<file path="config.mk">
export PLATFORM = sky130hd
export DESIGN_NAME = elevator_dispatch_scheduler
export DESIGN_NICKNAME = d
export VERILOG_FILES = /design/src/rtl/elevator_dispatch_scheduler.sv
export SDC_FILE = /design/constraint.sdc
export NUM_CORES = 1
export LEC_CHECK = 0
export ABC_AREA = 1
export BUFFER_PORTS_ARGS = -buffer_cell sky130_fd_sc_hd__buf_4
export CAP_MARGIN = 10
export CORE_MARGIN = 2
export CORE_UTILIZATION = 50
export CTS_CLUSTER_SIZE = 14
export DETAILED_ROUTE_END_ITERATION = 8
export PLACE_DENSITY = 0.78
export SYNTH_ARGS = -nofsm -noshare
export SYNTH_HDL_FRONTEND = slang
export SYNTH_SLANG_ARGS = --single-unit
</file>
<file path="constraint.sdc">
create_clock -name clk -period 1.4 [get_ports clk]
set_input_delay 0.14 -clock clk [delete_from_list [all_inputs] [get_ports clk]]
set_output_delay 0.14 -clock clk [all_outputs]
set_load 0.01 [all_outputs]
</file>
<file path="src/rtl/elevator_dispatch_scheduler.sv">
// LOOK-policy request scheduler and door sequencer for a 4-floor car.
// Issues one move command at a time over valid/ready and times the door on arrival.
module elevator_dispatch_scheduler #(
  parameter int DOOR_CYCLES = 8,
  parameter int NUM_FLOORS  = 4
) (
  input  logic       clk,
  input  logic       reset,
  input  logic [3:0] req,
  input  logic [1:0] car_floor,
  input  logic       cmd_ready,
  input  logic       arrive,
  output logic       cmd_valid,
  output logic [1:0] cmd_floor,
  output logic [3:0] pending,
  output logic       dir_up,
  output logic       door_open,
  output logic       busy
);

  // state | meaning
  // IDLE  | no command out, door closed; picks next stop from pending
  // ISSUE | cmd_valid held with a stable cmd_floor until cmd_ready
  // MOVE  | command accepted, waiting for the arrive strobe
  // DOOR  | door open, counting down; re-press at this floor reloads
  typedef enum logic [1:0] {IDLE, ISSUE, MOVE, DOOR} state_t;

  localparam int CW = (DOOR_CYCLES > 1) ? $clog2(DOOR_CYCLES) : 1;
  localparam logic [CW-1:0] CNT_LOAD = CW'(DOOR_CYCLES - 1);

  state_t                state, state_n;
  logic [CW-1:0]         cnt, cnt_n;
  logic                  cmd_valid_n, dir_up_n, door_open_n;
  logic [1:0]            cmd_floor_n;
  logic [NUM_FLOORS-1:0] here, clr, ahead_up, ahead_dn, pending_n;

  function automatic logic [1:0] lowest(input logic [3:0] v);
    lowest = 2'd0;
    for (int i = 3; i >= 0; i--) if (v[i]) lowest = 2'(i);
  endfunction

  function automatic logic [1:0] highest(input logic [3:0] v);
    highest = 2'd0;
    for (int i = 0; i < 4; i++) if (v[i]) highest = 2'(i);
  endfunction

  assign here     = 4'b0001 << car_floor;
  assign ahead_up = pending & (4'b1110 << car_floor);
  assign ahead_dn = pending & (here - 4'b0001);
  assign busy     = (state != IDLE);

  always_comb begin
    state_n     = state;
    cnt_n       = cnt;
    cmd_valid_n = cmd_valid;
    cmd_floor_n = cmd_floor;
    dir_up_n    = dir_up;
    door_open_n = door_open;
    clr         = '0;
    case (state)
      IDLE: begin
        if (|(pending & here)) begin
          clr         = here;
          door_open_n = 1'b1;
          cnt_n       = CNT_LOAD;
          state_n     = DOOR;
        end else if (|pending) begin
          cmd_valid_n = 1'b1;
          state_n     = ISSUE;
          // Keep sweeping while something lies ahead, otherwise reverse
          if (dir_up) begin
            if (|ahead_up) cmd_floor_n = lowest(ahead_up);
            else begin
              dir_up_n    = 1'b0;
              cmd_floor_n = highest(ahead_dn);
            end
          end else begin
            if (|ahead_dn) cmd_floor_n = highest(ahead_dn);
            else begin
              dir_up_n    = 1'b1;
              cmd_floor_n = lowest(ahead_up);
            end
          end
        end
      end
      ISSUE: begin
        if (cmd_ready) begin
          cmd_valid_n = 1'b0;
          state_n     = MOVE;
        end
      end
      MOVE: begin
        if (arrive) begin
          clr         = here;
          door_open_n = 1'b1;
          cnt_n       = CNT_LOAD;
          state_n     = DOOR;
        end
      end
      DOOR: begin
        if (|(req & here)) begin
          clr   = here;
          cnt_n = CNT_LOAD;
        end else if (cnt == '0) begin
          door_open_n = 1'b0;
          state_n     = IDLE;
        end else begin
          cnt_n = cnt - CW'(1);
        end
      end
      default: state_n = IDLE;
    endcase
    // Servicing a floor beats a same-cycle press of that floor
    pending_n = (pending | req) & ~clr;
  end

  always_ff @(posedge clk or negedge reset) begin
    if (!reset) begin
      state     <= IDLE;
      cnt       <= '0;
      pending   <= '0;
      cmd_valid <= 1'b0;
      cmd_floor <= 2'd0;
      dir_up    <= 1'b1;
      door_open <= 1'b0;
    end else begin
      state     <= state_n;
      cnt       <= cnt_n;
      pending   <= pending_n;
      cmd_valid <= cmd_valid_n;
      cmd_floor <= cmd_floor_n;
      dir_up    <= dir_up_n;
      door_open <= door_open_n;
    end
  end

endmodule
</file>
==> run_results.csv, run 1 <==
group,metric,value,unit
cts,cts_tree,"built",
timing,period_share,103,%
setup_path,start_kind,"flop",
logic_synthesis,syn-num-nets,168,
flow_run,cap_violations,0,
logic_synthesis,synth_area_per_cell,7.56,sq um
status,status,"finished, violations left",
floorplanning,dieArea,2700,sq um
cts,h-tree-depth,1,
final_layout,layout_commonest_cell,"nand2_1",
routing,wl_per_cell,14.4,um
setup_path,crit_path_cell_trace,"inv_2, ha_4, nand4_1, nand3_2, nor2_4, nand2_1, o21ai_1",
final_layout,nets,202,
floorplanning,core,2190,sq um
setup_path,cp_max_fo,7,
routing,final_antenna_net_count,0,
grt,antenna_found_initial,0,
routing,wl,3070,um
timing,hold_violations,0,
final_layout,instances_no_fill,213,
routing,route.met3.wl,173,um
logic_synthesis,synthAdderAreaFrac,6.53,%
placement,globalplace.congestion,0.881,
logic_synthesis,syn_area,1150,sq um
placement,place_ws,-0.0812,ns
pwr,swShare,47.2,%
pwr,p_int,1.77,mW
logic_synthesis,synth.distinct_cells,24,
timing,relSlewSlack,84.1,%
worst_hold_path,hold_path.class,"in2reg",
logic_synthesis,ys_ff_latch,14,
logic_synthesis,seq_area_frac_synth,30.6,%
final_layout,drive_above_1_share,41.6,%
logic_synthesis,synth_xor_area_share,0.762,%
routing,drt_iter0_drc,53,
final_layout,num_antenna_cells,0,
cts,clkSinkCount,14,
setup_path,r2r-start,"state[0]",
floorplanning,rows,17,
timing,slew_violations,0,
logic_synthesis,synthSimpleGateAreaFrac,39.8,%
timing,setup_ws,-0.0438,ns
routing,maxUsedRoutingLayer,"met4",
routing,wl_met1,1270,um
pwr,vdd_drop_max,1.32,mV
logic_synthesis,synth_compound_area_share,12.6,%
routing,vias,1156,
timing,worstMarginPinSlew,0.239,ns
status,failed_checks,"setup timing",
grt,grt_first_pass_wirelength,4770,um
logic_synthesis,synthMuxAreaShare,0,%
final_layout,layout_common_cells,"nand2_1, buf_4, nand3_1",
setup_path,cp.required,1.59,ns
grt,grt_overflow,0,
timing,clock.fmax,693,MHz
worst_hold_path,worst_hold_path.endpoint,"pending[3]",
logic_synthesis,ys_warn_count,0,
worst_hold_path,holdPathStages,3,
floorplanning,io_pins,20,
setup_path,cpLargestDelayFamily,"simple AND/OR/NAND/NOR gates",
placement,placedCellCount,203,
timing,final.setup.tns,-0.0930,ns
final_layout,syn2layout_area_growth,31.8,%
final_layout,fin_util,69.2,%
setup_path,worst-path-buf-inv,1,
logic_synthesis,synth_top_family_by_area,"simple AND/OR/NAND/NOR gates",
pwr,leakage,0.756,nW
cts,clock_latency,0.29,ns
placement,io_buffers,19,
pwr,clockPowerShare,9.2,%
pwr,switchingPower,1.58,mW
grt,track_usage,24.1,%
worst_hold_path,hp-start,"req[3]",
grt,grt_pass1_vias,1119,
setup_path,ff2ff_setup_slack,-0.04,ns
cts,cts_buffer_depth,2,
setup_path,end_kind,"flop",
routing,drc,0,
setup_path,rr_worst_depth,7,
setup_path,timing.rr.end,"state[1]",
floorplanning,start_util,52.5,%
pwr,total_power,3.35,mW
timing,clock_skew,0.0125,ns
cts,cts_buffers,3,
setup_path,cp.arrival,1.64,ns
placement,dp_hpwl,2050,um
routing,routed-wl-met2,1570,um
timing,rsz0062_at_grt,"yes",
floorplanning,fp.dieH,52.0,um
setup_path,cp_slowest_cell,"dfrtp_2",
pwr,share_seq_of_total_power,25.4,%
setup_path,slowest_delay,0.46,ns
setup_path,critPathKind,"reg2reg",
timing,period_needed,1.44,ns
timing,finalSetupViolations,3,
pwr,p_comb_share,65.4,%
logic_synthesis,syn_inst,152,
cts,clock-root-buffer,"clkbuf_4",
grt,grt_max_degree,15,
cts,clkTransAtPathRegs,0.10,ns
routing,via_per_inst,5.43,
routing,dr.pass1.iters,4,
pwr,p_per_area,2210,nW/um^2
floorplanning,die_w,52.0,um
==> cell families after synthesis <==
group | after synthesis
AND/OR/NAND/NOR | 85
buffers and inverters | 25
AO/OA/AOI/OAI | 21
flip-flops | 14
adder cells (fa/ha/maj) | 6
XOR/XNOR | 1
==> registers in the layout (all words and copies together), names as in the netlist <==
| signal | count |
|---|---|
| dir_up | 1 |
| door_open | 1 |
| state | 2 |
| cnt | 3 |
| cmd_floor | 2 |
| pending | 4 |
| cmd_valid | 1 |
==> per-layer routing <==
metal,vias to the layer above,track usage (%)
met4,0,12.3
met3,9,4.31
met1,541,28.8
li1,561,-
met5,-,0
met2,45,40.9
==> worst max-delay path by stage <==
| stage | cells after the start | from | slack (ns) | to |
|---|---|---|---|---|
| finish | 7 | state[0] | -0.04 | state[1] |
| global route | 6 | state[1] | -0.11 | pending[2] |
| CTS | 7 | state[0] | 0.001 | state[0] |
| detailed placement | 8 | state[1] | -0.08 | state[0] |
| global placement | 8 | state[1] | -0.03 | state[0] |
| floorplan | 9 | state[0] | 0.006 | state[0] |
==> worst reg2reg max path: stages, from the launching register on <==
cell and delay (ns):
dfrtp_2 0.46, inv_2 0.10, ha_4 0.22, nand4_1 0.21
nand3_2 0.18, nor2_4 0.06, nand2_1 0.06, o21ai_1 0.05
==> layout make-up <==
| cell class | count | area, sq um |
|---|---|---|
| Tap cell | 28 | 35.0 |
| Fill cell | 177 | 676 |
| Multi-Input combinational cell | 113 | 756 |
| Inverter | 23 | 91.3 |
| Timing Repair Buffer | 31 | 243 |
| Clock buffer | 4 | 36.3 |
| Sequential cell | 14 | 354 |
==> stage by stage <==
stage / hold WS, ns / instance area, sq um
global placement: 0.00155 / 1350
global route: 0.140 / 1520
floorplan: -0.156 / 1150
finish: 0.108 / 1520
detailed placement: 0.00621 / 1350
CTS: 0.111 / 1420
==> repair_timing <==
action,4_1_cts,5_1_grt
hold buffers,1,0
gates cloned,0,0
setup endpoints to repair,6,11
endpoints found under the hold margin,14,0
pin swaps,0,8
setup buffers,1,4
gates resized for setup,8,20
==> power groups by stage <==
| stage | Combinational, mW | Sequential [mW] | Clock [mW] |
|---|---|---|---|
| global placement | 1.73 | 0.819 | 0 |
| detailed placement | 1.80 | 0.831 | 0 |
| floorplan | 1.15 | 0.849 | 0 |
| global route | 2.40 | 0.882 | 0.332 |
| CTS | 1.90 | 0.828 | 0.312 |
| finish | 2.19 | 0.852 | 0.309 |
==> cells in the mapped netlist <==
library cell	number	share of area (%)
o21ai_0	3	1.3
nand2_2	4	2.2
nor2_1	12	3.9
nand2_4	1	0.98
ha_1	6	6.5
a21oi_2	1	0.76
nand3_4	2	3.0
nand2_1	36	12
nand4_1	3	1.6
a21oi_4	2	2.8
o211ai_1	1	0.65
dfrtp_1	13	28
dfstp_2	1	2.3
buf_6	2	2.0
o221ai_1	3	2.3
nand3_1	17	7.4
inv_1	22	7.2
a21oi_1	5	2.2
xnor2_1	1	0.76
nor2_4	5	4.9
o21ai_1	6	2.6
nor2_2	1	0.54
nand3_2	4	3.5
inv_4	1	0.54
(Power assumes the default switching activity.)
==> inputs of run 2 (changes only) <==
--- a/config.mk
+++ b/config.mk
@@ -8,7 +8,7 @@
 export ABC_AREA = 1
 export BUFFER_PORTS_ARGS = -buffer_cell sky130_fd_sc_hd__buf_4
 export CAP_MARGIN = 10
-export CORE_MARGIN = 2
+export CORE_MARGIN = 4
 export CORE_UTILIZATION = 50
 export CTS_CLUSTER_SIZE = 14
 export DETAILED_ROUTE_END_ITERATION = 8
==> run 2 against run 1 <==
The run still ends with setup timing left. Clock power about the same. Largest cell class unchanged. First-iteration DRC count is 25% lower. Design area is 6.1% higher. Count of clock-buffer cells in the layout stayed put. Critical endpoint is now busy. Register-to-register slack about the same.
==> run_results.csv, run 2 (same netlist as run 1, synthesis figures left out) <==
group,metric,value,unit
status,status,"finished, violations left",
status,failed_checks,"setup timing",
placement,dpl_cell_area,1370,sq um
floorplanning,io_pins,20,
final_layout,reg_top3,"pending (4), cnt (3)",
setup_path,cp.required,1.26,ns
pwr,leakage,0.791,nW
pwr,p_comb_share,67.5,%
timing,hold_violations,0,
grt,top_usage_layer,"met2",
timing,clock.fmax,686,MHz
final_layout,num_antenna_cells,0,
setup_path,cp_max_fo,6,
routing,vias,1182,
routing,via_per_inst,5.40,
pwr,total_power,3.59,mW
timing,setup_ws,-0.0568,ns
floorplanning,core,2190,sq um
final_layout,top_register,"pending",
pwr,share_seq_of_total_power,23.8,%
setup_path,timing.rr.end,"state[0]",
setup_path,ff2ff_setup_slack,-0.05,ns
routing,wl,3220,um
cts,h-tree-depth,1,
timing,worstMarginPinSlew,0.263,ns
placement,io_buffers,19,
final_layout,syn2layout_area_growth,39.8,%
placement,place_ws,-0.137,ns
setup_path,rr_worst_depth,9,
placement,dp_hpwl,2110,um
setup_path,start_kind,"flop",
grt,grt_use_met1,25.6,%
routing,dr.pass1.iters,6,
worst_hold_path,hold_path.class,"in2reg",
pwr,swShare,46.6,%
final_layout,nets,208,
timing,finalSetupViolations,4,
final_layout,fin_area,1610,sq um
grt,grt_pass1_vias,1095,
setup_path,slowest_delay,0.46,ns
final_layout,drive_above_1_share,46.1,%
setup_path,cp.arrival,1.32,ns
worst_hold_path,hp-start,"req[0]",
grt,use_met2,32.4,%
routing,final_antenna_net_count,0,
timing,clock_skew,0.00705,ns
final_layout,layout_common_cells,"nand2_1, buf_4, nand3_1",
final_layout,largest_reg_flops,4,
floorplanning,die_w,56.0,um
grt,track_usage,19.8,%
grt,antenna_found_initial,0,
routing,wl_per_cell,14.7,um
cts,clock-root-buffer,"clkbuf_4",
pwr,switchingPower,1.67,mW
placement,globalplace.congestion,0.825,
pwr,vdd_drop_max,1.61,mV
final_layout,fin_util,73.4,%
cts,cts_tree,"built",
cts,cts_buffers,3,
grt,grt_overflow,0,
routing,drc,0,
pwr,p_per_area,2230,nW/um^2
timing,slew_violations,0,
setup_path,cp_slowest_cell,"dfrtp_2",
pwr,p_int,1.91,mW
pwr,clockPowerShare,8.7,%
setup_path,critPathKind,"reg2out",
routing,drt_iter0_drc,40,
cts,clkTransAtPathRegs,0.10,ns
timing,period_share,104,%
grt,grt_first_pass_wirelength,4990,um
timing,period_needed,1.46,ns
final_layout,fillers,147,
grt,grt_max_degree,15,
flow_run,cap_violations,0,
setup_path,r2r-start,"state[0]",
grt,grt_util_met3,3.48,%
floorplanning,fp.dieH,56.0,um
cts,clkSinkCount,14,
setup_path,crit_path_cell_trace,"inv_2, ha_4, clkinvlp_4, buf_6",
setup_path,end_kind,"output pin",
floorplanning,start_util,52.5,%
timing,relSlewSlack,82.5,%
floorplanning,dieArea,3130,sq um
cts,cts_buffer_depth,2,
worst_hold_path,holdPathStages,3,
timing,rsz0062_at_grt,"yes",
floorplanning,rows,17,
cts,clock_latency,0.29,ns
worst_hold_path,worst_hold_path.endpoint,"pending[0]",
final_layout,layout_commonest_cell,"nand2_1",
## run 2: cell types whose count changed in the layout (fill, tap and decap cells not counted), moves of 2 or more
| cell | delta |
|---|---|
| buf_4 | +3 |
| a21oi_1 | -2 |
| o221ai_1 | -3 |
| buf_6 | +3 |
| a21oi_2 | +2 |
| o221ai_2 | +2 |
## run 2: final cells by class
type | instances | area, sq um | area share, %
clock buffer | 4 | 36.3 | 2.26
sequential | 14 | 354 | 22.0
multi-input combinational | 113 | 788 | 49.0
timing repair buffer | 37 | 299 | 18.6
inverter | 23 | 95.1 | 5.91
tap | 28 | 35.0 | 2.18
## run 2: routing by layer
layer  vias up  part of all wire, %
met3         4                  5.6
met5         -                    0
met2        45                   51
li1        573                    -
met1       560                   42
met4         0                  1.2
## run 2: repair_timing
item                                    CTS  global route
pin swaps                                 2            16
endpoints found under the setup margin    9            12
resized for setup                        11            26
setup buffers                             4             5
hold buffers                              1             0
endpoints found under the hold margin    14             0
## run 2: worst max path at each step
stage	from	endpoint	slack [ns]	cells after the start
after floorplan	state[0]	state[0]	0.006	9
final	state[0]	busy	-0.06	4
after detailed placement	state[1]	state[0]	-0.14	8
after global routing	state[0]	state[0]	-0.12	7
after global placement	state[1]	state[0]	-0.06	8
after CTS	state[0]	busy	-0.02	4
## run 2: per-stage QoR
step / hold WS [ns] / setup TNS, ns / cells
floorplan: -0.156 / 0 / 152
global placement: 0.00230 / -0.0563 / 205
detailed placement: 0.00654 / -0.293 / 205
CTS: 0.0975 / -0.0541 / 214
global route: 0.116 / -0.574 / 219
finish: 0.0983 / -0.165 / 219
## run 2: critical path, delay by kind of cell, from the launching register on
family	cells	cell delay [ns]
buf+inv	3	0.40
fa+ha+maj	1	0.18
flops	1	0.46
## run 2: power groups by stage
stage	Combinational [mW]	Clock (mW)	Sequential, mW
after global routing	2.65	0.330	0.881
after CTS	2.06	0.313	0.827
after global placement	1.78	0	0.818
final	2.42	0.312	0.855
after detailed placement	1.85	0	0.835
after floorplan	1.15	0	0.849
==> inputs of run 3 (changes only) <==
--- a/config.mk
+++ b/config.mk
@@ -8,6 +8,7 @@
 export ABC_AREA = 1
 export BUFFER_PORTS_ARGS = -buffer_cell sky130_fd_sc_hd__buf_4
 export CAP_MARGIN = 10
+export CORE_ASPECT_RATIO = 0.7
 export CORE_MARGIN = 4
 export CORE_UTILIZATION = 50
 export CTS_CLUSTER_SIZE = 14
==> run 3 against run 2 <==
Combinational power is 4% higher. Register-to-register slack hardly changed. Clock power is 2% lower. The flow still finishes with violations (setup timing). Global-route usage is 0.40 points lower. Flip-flop and latch count stayed put.
==> run_results.csv, run 3 (same netlist as run 1, synthesis figures left out) <==
group,metric,value,unit
timing,slew_violations,0,
flow_run,cap_violations,0,
grt,grt_pass1_vias,985,
setup_path,end_kind,"output pin",
pwr,leakage,0.796,nW
pwr,total_power,3.68,mW
timing,finalSetupViolations,12,
grt,antenna_found_initial,0,
placement,dpl_cell_area,1370,sq um
grt,track_usage,19.4,%
worst_hold_path,hold_path.class,"in2reg",
floorplanning,rows,14,
final_layout,syn2layout_area_growth,41.8,%
pwr,share_seq_of_total_power,23.3,%
cts,cts_buffer_depth,2,
routing,vias,1180,
final_layout,nets,208,
timing,period_needed,1.49,ns
routing,via_per_inst,5.29,
setup_path,crit_path_cell_trace,"inv_2, ha_4, clkinvlp_4, buf_6",
setup_path,cp.arrival,1.35,ns
pwr,swShare,47.8,%
pwr,p_per_area,2260,nW/um^2
placement,globalplace.congestion,0.867,
final_layout,drive_above_1_share,50.3,%
pwr,p_comb_share,68.4,%
setup_path,ff2ff_setup_slack,-0.06,ns
status,failed_checks,"setup timing",
cts,h-tree-depth,1,
floorplanning,dieArea,3140,sq um
grt,grt_first_pass_wirelength,4570,um
routing,final_antenna_net_count,0,
setup_path,slowest_delay,0.43,ns
floorplanning,fp.dieH,48.1,um
final_layout,num_antenna_cells,0,
pwr,vdd_drop_max,1.24,mV
worst_hold_path,hp-start,"req[1]",
placement,io_buffers,19,
final_layout,layout_common_cells,"buf_4, nand2_1, nand3_1",
cts,clkTransAtPathRegs,0.10,ns
final_layout,largest_reg_flops,4,
setup_path,cpLargestDelayFamily,"buffers and inverters",
timing,hold_violations,0,
floorplanning,die_w,65.3,um
timing,worstMarginPinSlew,0.256,ns
setup_path,r2r-start,"state[1]",
timing,relSlewSlack,82.9,%
final_layout,reg_top3,"pending (4), cnt (3)",
setup_path,worst-path-stages,4,
worst_hold_path,worst_hold_path.endpoint,"pending[1]",
timing,clock_skew,0.00601,ns
timing,setup_ws,-0.0882,ns
cts,cts_tree,"built",
floorplanning,core,2170,sq um
routing,dr.pass1.iters,4,
placement,dp_hpwl,2070,um
final_layout,top_register,"pending",
cts,cts_buffers,3,
timing,rsz0062_at_grt,"yes",
setup_path,cp_slowest_cell,"dfrtp_1",
timing,period_share,106,%
setup_path,start_kind,"flop",
pwr,switchingPower,1.76,mW
setup_path,cp.required,1.26,ns
routing,wl_per_cell,15.6,um
setup_path,timing.rr.end,"pending[3]",
cts,clock-root-buffer,"clkbuf_4",
setup_path,cp_max_fo,5,
cts,clock_latency,0.29,ns
grt,grt_max_degree,15,
setup_path,rr_worst_depth,6,
setup_path,critPathKind,"reg2out",
cts,clkSinkCount,14,
worst_hold_path,holdPathStages,3,
final_layout,layout_commonest_cell,"buf_4",
setup_path,worst-path-buf-inv,3,
final_layout,fin_util,75.1,%
final_layout,fin_area,1630,sq um
floorplanning,io_pins,20,
routing,drc,0,
floorplanning,start_util,52.9,%
timing,clock.fmax,672,MHz
grt,grt_overflow,0,
routing,drt_iter0_drc,58,
placement,place_ws,-0.0399,ns
pwr,p_int,1.92,mW
status,status,"finished, violations left",
routing,wl,3480,um
pwr,clockPowerShare,8.3,%
## run 3: cell counts in the layout (fill, tap and decap cells not counted)
Identical to the previous run, type by type.
## run 3: timing repair
item                                    4_1_cts  5_1_grt
gates resized for setup                      11       31
endpoints found under the setup margin        4       12
pin swaps                                     2       11
hold buffers                                  1        0
hold endpoints to repair                     14        0
setup buffers                                 3        7
## run 3: power by group through the flow
stage	clock network, mW	registers, mW	logic, mW
floorplan	0	0.849	1.15
global placement	0	0.826	1.76
detailed placement	0	0.830	1.81
CTS	0.312	0.832	1.99
global route	0.328	0.889	2.74
finish	0.305	0.858	2.52
## run 3: area by class of cell
cell class | instances | area [sq um]
Multi-Input combinational cell | 113 | 813
Fill cell | 163 | 542
Sequential cell | 14 | 353
Timing Repair Buffer | 37 | 295
Inverter | 23 | 92.6
Tap cell | 32 | 40.0
Clock buffer | 4 | 36.3
## run 3: stage by stage
stage | cells | hold WS (ns) | setup TNS, ns
after detailed placement | 208 | 0.00287 | -0.0723
after global placement | 208 | 0.00128 | -0.00834
after global routing | 223 | 0.128 | -1.24
after floorplan | 152 | -0.156 | 0
final | 223 | 0.109 | -0.505
after CTS | 216 | 0.0987 | -0.00425
## run 3: routing by layer
layer	wire, um	vias up	global-route usage (%)
met1	1490	561	26.3
met2	1710	37	33.2
met4	34	0	2.89
met3	245	4	4.38
li1	-	578	-
met5	0	-	0
## run 3: worst min-delay path, cell delays in order
cell and delay (ns):
buf_4 0.09, nor2_1 0.04, a21oi_2 0.09
## run 3: worst max-delay path by stage
stage               endpoint  slack (ns)      from
finish                  busy       -0.09  state[1]
global route        state[1]       -0.14    cnt[0]
global placement    state[0]      -0.008  state[1]
detailed placement  state[0]       -0.04  state[1]
floorplan           state[0]       0.006  state[0]
CTS                     busy      -0.004  state[1]
